==> config.mk <==
export PLATFORM = sky130hd
export DESIGN_NAME = bitty_fetch_unit
export DESIGN_NICKNAME = d
export VERILOG_FILES = /design/src/rtl/bitty_pkg.sv /design/src/rtl/bitty_prog_mem.sv /design/src/rtl/bitty_fetch_unit.sv
export SDC_FILE = /design/constraint.sdc
export NUM_CORES = 2
export LEC_CHECK = 0
export BUFFER_PORTS_ARGS = -buffer_cell sky130_fd_sc_hd__buf_4
export CELL_PAD_IN_SITES_DETAIL_PLACEMENT = 1
export CELL_PAD_IN_SITES_GLOBAL_PLACEMENT = 2
export CORE_AREA = 2 2 595 597
export CTS_BUF_LIST = sky130_fd_sc_hd__clkbuf_4 sky130_fd_sc_hd__clkbuf_8 sky130_fd_sc_hd__clkbuf_16
export DETAILED_ROUTE_END_ITERATION = 16
export DIE_AREA = 0 0 597 599
export PLACE_DENSITY = 0.88
export SLEW_MARGIN = 10
export SYNTH_ARGS = -nofsm -noshare
export SYNTH_HDL_FRONTEND = slang
export SYNTH_SLANG_ARGS = --single-unit
export TNS_END_PERCENT = 10
==> constraint.sdc <==
create_clock -name clk -period 4.15 [get_ports clk]
set_clock_uncertainty 0.1 [all_clocks]
set_input_delay 0.415 -clock clk [delete_from_list [all_inputs] [get_ports clk]]
set_output_delay 0.415 -clock clk [all_outputs]
set_load 0.01 [all_outputs]
==> src/rtl/bitty_pkg.sv <==
// Shared definitions for the bitty fetch unit.
//   state_e    : sequencer states
//   *_DEF      : default parameter values (instruction width, timeout)
//   sat_inc16  : saturating 16-bit increment for the retire counter
package bitty_pkg;

    localparam int ADDR_W_DEF  = 8;
    localparam int DATA_W_DEF  = 16;
    localparam int TIMEOUT_DEF = 15;

    typedef enum logic [2:0] {
        IDLE,
        FETCH,
        ISSUE,
        RELEASE,
        HALT,
        ERROR
    } state_e;

    function automatic logic [15:0] sat_inc16(input logic [15:0] v);
        return (v == 16'hFFFF) ? v : v + 16'd1;
    endfunction

endpackage

==> src/rtl/bitty_prog_mem.sv <==
// Program memory: simple dual-port RAM, synchronous write, synchronous read
// (one-cycle latency). Contents are never reset.
//   clk    : clock, rising edge
//   we     : write enable
//   waddr  : write address
//   wdata  : write data
//   raddr  : read address, sampled every rising edge
//   rdata  : mem[raddr] from the previous edge
module bitty_prog_mem #(
    parameter int ADDR_W = 8,
    parameter int DATA_W = 16
) (
    input  logic              clk,
    input  logic              we,
    input  logic [ADDR_W-1:0] waddr,
    input  logic [DATA_W-1:0] wdata,
    input  logic [ADDR_W-1:0] raddr,
    output logic [DATA_W-1:0] rdata
);

    logic [DATA_W-1:0] mem_q [2**ADDR_W];
    logic [DATA_W-1:0] rdata_q;

    always_ff @(posedge clk) begin
        if (we) begin
            mem_q[waddr] <= wdata;
        end
        rdata_q <= mem_q[raddr];
    end

    assign rdata = rdata_q;

endmodule

==> src/rtl/bitty_fetch_unit.sv <==
// Instruction sequencer driving the bitty_core run/done handshake.
// Holds a host-loaded program memory, walks a PC from 0 to the latched
// program length and presents one instruction at a time with run held
// high until the core reports done.
//   clk, reset          : clock; synchronous active-high reset
//   load_en/addr/data   : program memory write port (only when not busy)
//   prog_len            : instruction count, latched on accepted start
//   start, stop         : begin at PC 0 / halt after current instruction
//   instruction, run    : registered request to the core
//   done                : completion from the core
//   pc, instr_count     : current index, retired count (saturating)
//   busy, halted, error : status
module bitty_fetch_unit
    import bitty_pkg::*;
#(
    parameter int ADDR_W  = ADDR_W_DEF,
    parameter int DATA_W  = DATA_W_DEF,
    parameter int TIMEOUT = TIMEOUT_DEF
) (
    input  logic              clk,
    input  logic              reset,
    input  logic              load_en,
    input  logic [ADDR_W-1:0] load_addr,
    input  logic [DATA_W-1:0] load_data,
    input  logic [ADDR_W:0]   prog_len,
    input  logic              start,
    input  logic              stop,
    output logic [DATA_W-1:0] instruction,
    output logic              run,
    input  logic              done,
    output logic [ADDR_W:0]   pc,
    output logic [15:0]       instr_count,
    output logic              busy,
    output logic              halted,
    output logic              error
);

    localparam int              CNT_W = $clog2(TIMEOUT + 1);
    localparam logic [ADDR_W:0] DEPTH = {1'b1, {ADDR_W{1'b0}}};
    localparam logic [CNT_W-1:0] TMO_LAST = CNT_W'(TIMEOUT - 1);

    state_e            state_q, state_d;
    logic [ADDR_W:0]   pc_q, pc_d;
    logic [ADDR_W:0]   len_q, len_d;
    logic [15:0]       count_q, count_d;
    logic [CNT_W-1:0]  tmo_q, tmo_d;
    logic              stop_pend_q, stop_pend_d;
    logic              run_q, run_d;
    logic [DATA_W-1:0] instr_q, instr_d;

    logic              mem_we;
    logic [DATA_W-1:0] mem_rdata;
    logic [ADDR_W:0]   len_in;
    logic              idle_like;

    assign idle_like = (state_q == IDLE) || (state_q == HALT) || (state_q == ERROR);
    assign mem_we    = load_en && idle_like;
    assign len_in    = (prog_len > DEPTH) ? DEPTH : prog_len;

    // The read address follows pc_d, so the word for the new PC is already
    // on rdata during the single FETCH cycle.
    bitty_prog_mem #(
        .ADDR_W (ADDR_W),
        .DATA_W (DATA_W)
    ) u_mem (
        .clk   (clk),
        .we    (mem_we),
        .waddr (load_addr),
        .wdata (load_data),
        .raddr (pc_d[ADDR_W-1:0]),
        .rdata (mem_rdata)
    );

    always_comb begin
        state_d     = state_q;
        pc_d        = pc_q;
        len_d       = len_q;
        count_d     = count_q;
        tmo_d       = tmo_q;
        stop_pend_d = stop_pend_q;
        run_d       = run_q;
        instr_d     = instr_q;

        case (state_q)
            IDLE, HALT, ERROR: begin
                run_d = 1'b0;
                if (start && !stop) begin
                    len_d       = len_in;
                    pc_d        = '0;
                    count_d     = '0;
                    stop_pend_d = 1'b0;
                    state_d     = (len_in == '0) ? HALT : FETCH;
                end
            end
            FETCH: begin
                if (stop) stop_pend_d = 1'b1;
                instr_d = mem_rdata;
                run_d   = 1'b1;
                tmo_d   = '0;
                state_d = ISSUE;
            end
            ISSUE: begin
                if (stop) stop_pend_d = 1'b1;
                if (done) begin
                    run_d   = 1'b0;
                    pc_d    = pc_q + 1'b1;
                    count_d = sat_inc16(count_q);
                    tmo_d   = '0;
                    state_d = RELEASE;
                end else if (tmo_q == TMO_LAST) begin
                    run_d   = 1'b0;
                    state_d = ERROR;
                end else begin
                    tmo_d = tmo_q + 1'b1;
                end
            end
            RELEASE: begin
                if (stop) stop_pend_d = 1'b1;
                // Wait for done to fall so a level-held done is counted once.
                if (!done) begin
                    state_d = (stop_pend_q || stop || pc_q == len_q) ? HALT : FETCH;
                end else if (tmo_q == TMO_LAST) begin
                    state_d = ERROR;
                end else begin
                    tmo_d = tmo_q + 1'b1;
                end
            end
            default: begin
                state_d = IDLE;
                run_d   = 1'b0;
            end
        endcase
    end

    always_ff @(posedge clk) begin
        if (reset) begin
            state_q     <= IDLE;
            pc_q        <= '0;
            len_q       <= '0;
            count_q     <= '0;
            tmo_q       <= '0;
            stop_pend_q <= 1'b0;
            run_q       <= 1'b0;
            instr_q     <= '0;
        end else begin
            state_q     <= state_d;
            pc_q        <= pc_d;
            len_q       <= len_d;
            count_q     <= count_d;
            tmo_q       <= tmo_d;
            stop_pend_q <= stop_pend_d;
            run_q       <= run_d;
            instr_q     <= instr_d;
        end
    end

    assign instruction = instr_q;
    assign run         = run_q;
    assign pc          = pc_q;
    assign instr_count = count_q;
    assign busy        = (state_q == FETCH) || (state_q == ISSUE) || (state_q == RELEASE);
    assign halted      = (state_q == HALT);
    assign error       = (state_q == ERROR);

endmodule

==> results by group <==
Logic synthesis
  • Mapped Cells: 11,400
  • Seq/Total Area, Yosys: 75.6%
  • Yosys cell types: 93
  • Avg Inst Size Synth: 14.5 um2
  • Synth top area share: 74.7%
  • Asr flop ratio synth: 0%
  • Synth cell count leaders: edfxtp_1 (4,096), nand2_1 (2,283), and3_1 (501), a211oi_1 (490), nand3_1 (456)
  • Top-count cell post-synth: edfxtp_1
  • Yosys reg bits: 4,171
  • Post-synth EDFFs: 4,096
  • Area leader, netlist: edfxtp_1
  • Main flop type after synthesis: edfxtp_1
  • Yosys warns: 0
  • Mapped Area: 165,000 um2
  • Synthesized Nets: 11,400
  • Synth top area cells: edfxtp_1 (75%), nand2_1 (5.2%), a211oi_1 (2.2%), and3_1 (1.9%), mux2i_1 (1.8%)

Clock tree
  • Root Driver: clkbuf_16
  • H-tree depth: 5
  • CTS clk-pin slew, worst paths: 0.06 ns
  • CTS tree: built
  • Clk_lat worst skew: 1.00 ns
  • CTS Sinks: 4,171
  • CTS Buf Count: 430
  • CTS max path bufs: 4

Run
  • Maxcap violations: 0

Setup path
  • CP Launch Type: flip-flop
  • CP Max Fanout: 36
  • Buffer and inverter count on the worst path: 2
  • Crit path top cell by count: nand4b_1
  • CP top delay family: compound AO/OA/AOI/OAI gates
  • WP data required: 4.93 ns
  • Worst EP arrival: 5.15 ns
  • Worst Setup End Kind: flip-flop
  • CP Cell Sequence: ha_1 -> nand4b_1 -> a21o_4 -> buf_12 -> buf_4 -> and3_1 -> a211oi_1 -> o21ai_1 -> o2111a_2 -> o2111ai_2 -> nand4b_1 -> or4_1
  • Worst path max stage delay: 0.60 ns
  • Critical-path top delay cell: or4_1
  • CP Class: flip-flop to flip-flop

Global route
  • Pin count of the biggest net entering global routing: 131
  • Grt total ovfl: 0
  • First-pass GRT wire length: 922,000 um
  • Vias in the first global route: 120,000
  • Initial antenna violation count: 54
  • GRT Total Usage: 36.5%

Timing
  • Final Setup Violations: 12
  • RSZ-0062 raised after global routing: true
  • Slew @ Worst Pin: 1.35 ns
  • Rel. slew slack: 9.80%
  • Min cycle time layout: 4.36 ns
  • Max Clk Rate: 0.229 GHz
  • Final Hold Slack: -0.0107 ns
  • Final Hold Viols: 2
  • Final WS setup: -0.212 ns
  • Final Slew Violations: 0
  • Final period util: 105%

Routing
  • Drt total wl: 668,000 um
  • Initial DRT Pass Iterations: 9
  • DRC Markers: 0
  • Vias: 119,000
  • Post-route ant nets: 0
  • Vias per cell: 6.78
  • Routed len/inst: 38.0 um
  • Iter 0 DRT Violations: 19,700

Die
  • Initial Utilization: 46.9%
  • Chip width: 597 um
  • Die area: 358,000 um2
  • Core ar.: 351,000 um2
  • Overall die height: 599 um
  • IO Pins: 84
  • Cell Rows: 218

Placed design
  • Dpl hpwl: 417,000 um
  • GPL Wtd Cong: 0.987
  • Port Buffers: 83
  • DP Cell Count: 16,700

Power
  • Design Power: 89.0 mW
  • Power Density: 452 nW/um2
  • Lkg Pwr: 66.9 nW
  • Peak VDD IR: 0.383 mV

Final layout
  • Non-filler instance count after layout: 17,600
  • Fraction of layout cells with a size suffix above 1: 19.5%
  • Net count, final: 12,600
  • Area growth syn-to-layout: 19.6%

Run status
  • Status: finished with violations
  • Violated checks: hold timing, setup timing

Min path
  • Hold WC Path Type: input pin to flip-flop
per-stage QoR:
step	setup slack (ns)	hold WS, ns	instance area (um2)	util [%]	setup TNS, ns
after global placement	-1.44	0.346	181000	51.5	-11.61
final	-0.212	-0.0107	197000	56.1	-1.07
after detailed placement	-0.854	0.352	181000	51.5	-13.74
after CTS	-0.0852	0.0514	196000	55.9	-0.142
after floorplan	0.839	0.317	165000	-	0
after global routing	-0.0888	0.0349	197000	56.1	-0.255
final timing paths:
kind / from / to / slack (ns) / cells past startpoint
worst max-delay path: pc[0] / u_mem.rdata[10] / -0.21 / 12
worst max register to register: pc[0] / u_mem.rdata[10] / -0.21 / 12
worst min register to register: instruction[4] / instruction[4] / 0.36 / 2
worst min-delay path: load_data[3] / u_mem.mem_q[0][3] / -0.01 / 1
logic make-up after synthesis:
group                      Yosys count  synth area share [%]
adders and majority gates            4                0.0304
AOI/OAI and AO/OA                 2133                  8.88
and+or+nand+nor                   3844                  10.3
muxes                              369                  2.66
buffers and inverters              832                  2.39
xor gates and xnor gates            25                 0.133
DFF                               4171                  75.6
registers in the layout, indices dropped and copies added (netlist names):
signal and count:
instr_count 16, instruction 16, len_q 9, pc 9, run 1, state_q 3, stop_pend_q 1, tmo_q 4
u_mem.mem_q 4096, u_mem.rdata 16
layout make-up:
class	instances	area [um2]
Antenna cell	25	62.6
Multi-Input combinational cell	6377	37400
Inverter	7	26.3
Clock buffer	539	11700
Clock inverter	256	2540
Timing Repair Buffer	1561	15000
Sequential cell	4171	125000
Tap cell	4620	5780
Fill cell	33100	154000
routing by layer:
layer  GRT usage [%]  vias up  routed length [um]
li1                -    46300                   -
met5               0        -                 227
met2            55.4     9620              298000
met4            24.2       34               51000
met3            10.5     2086               88700
met1            45.7    61000              230000
power breakdown:
part           total [mW]  internal, mW  switching [mW]
Combinational        2.91         0.731            2.18
Sequential           46.3          46.3          0.0461
Clock                39.8          22.5            17.3
Total                89.0          69.5            19.5
repair_timing:
item	CTS	global route
hold buffers	35	0
setup buffers	19	9
setup endpoints to repair	89	117
cloned	3	2
pin swaps	12	17
resized for setup	99	70
hold endpoints to repair	767	0
cells in the final DEF, fill, tap and decap left out, drive strengths merged, types with 38 or more instances in the layout:
cell / count
bufinv: 38
clkinv: 190
nor3: 76
o22ai: 173
a21oi: 407
nor2: 360
a211oi: 490
nand3: 456
o21ai: 130
a31oi: 365
a311oi: 145
mux2i: 300
nand2: 2287
a22oi: 95
and3: 501
nor4: 71
dfxtp: 75
mux4: 52
clkbuf: 548
buf: 1516
a2111oi: 46
nand4: 38
edfxtp: 4096
o2111ai: 97
Power figures use the tool's default switching activity.
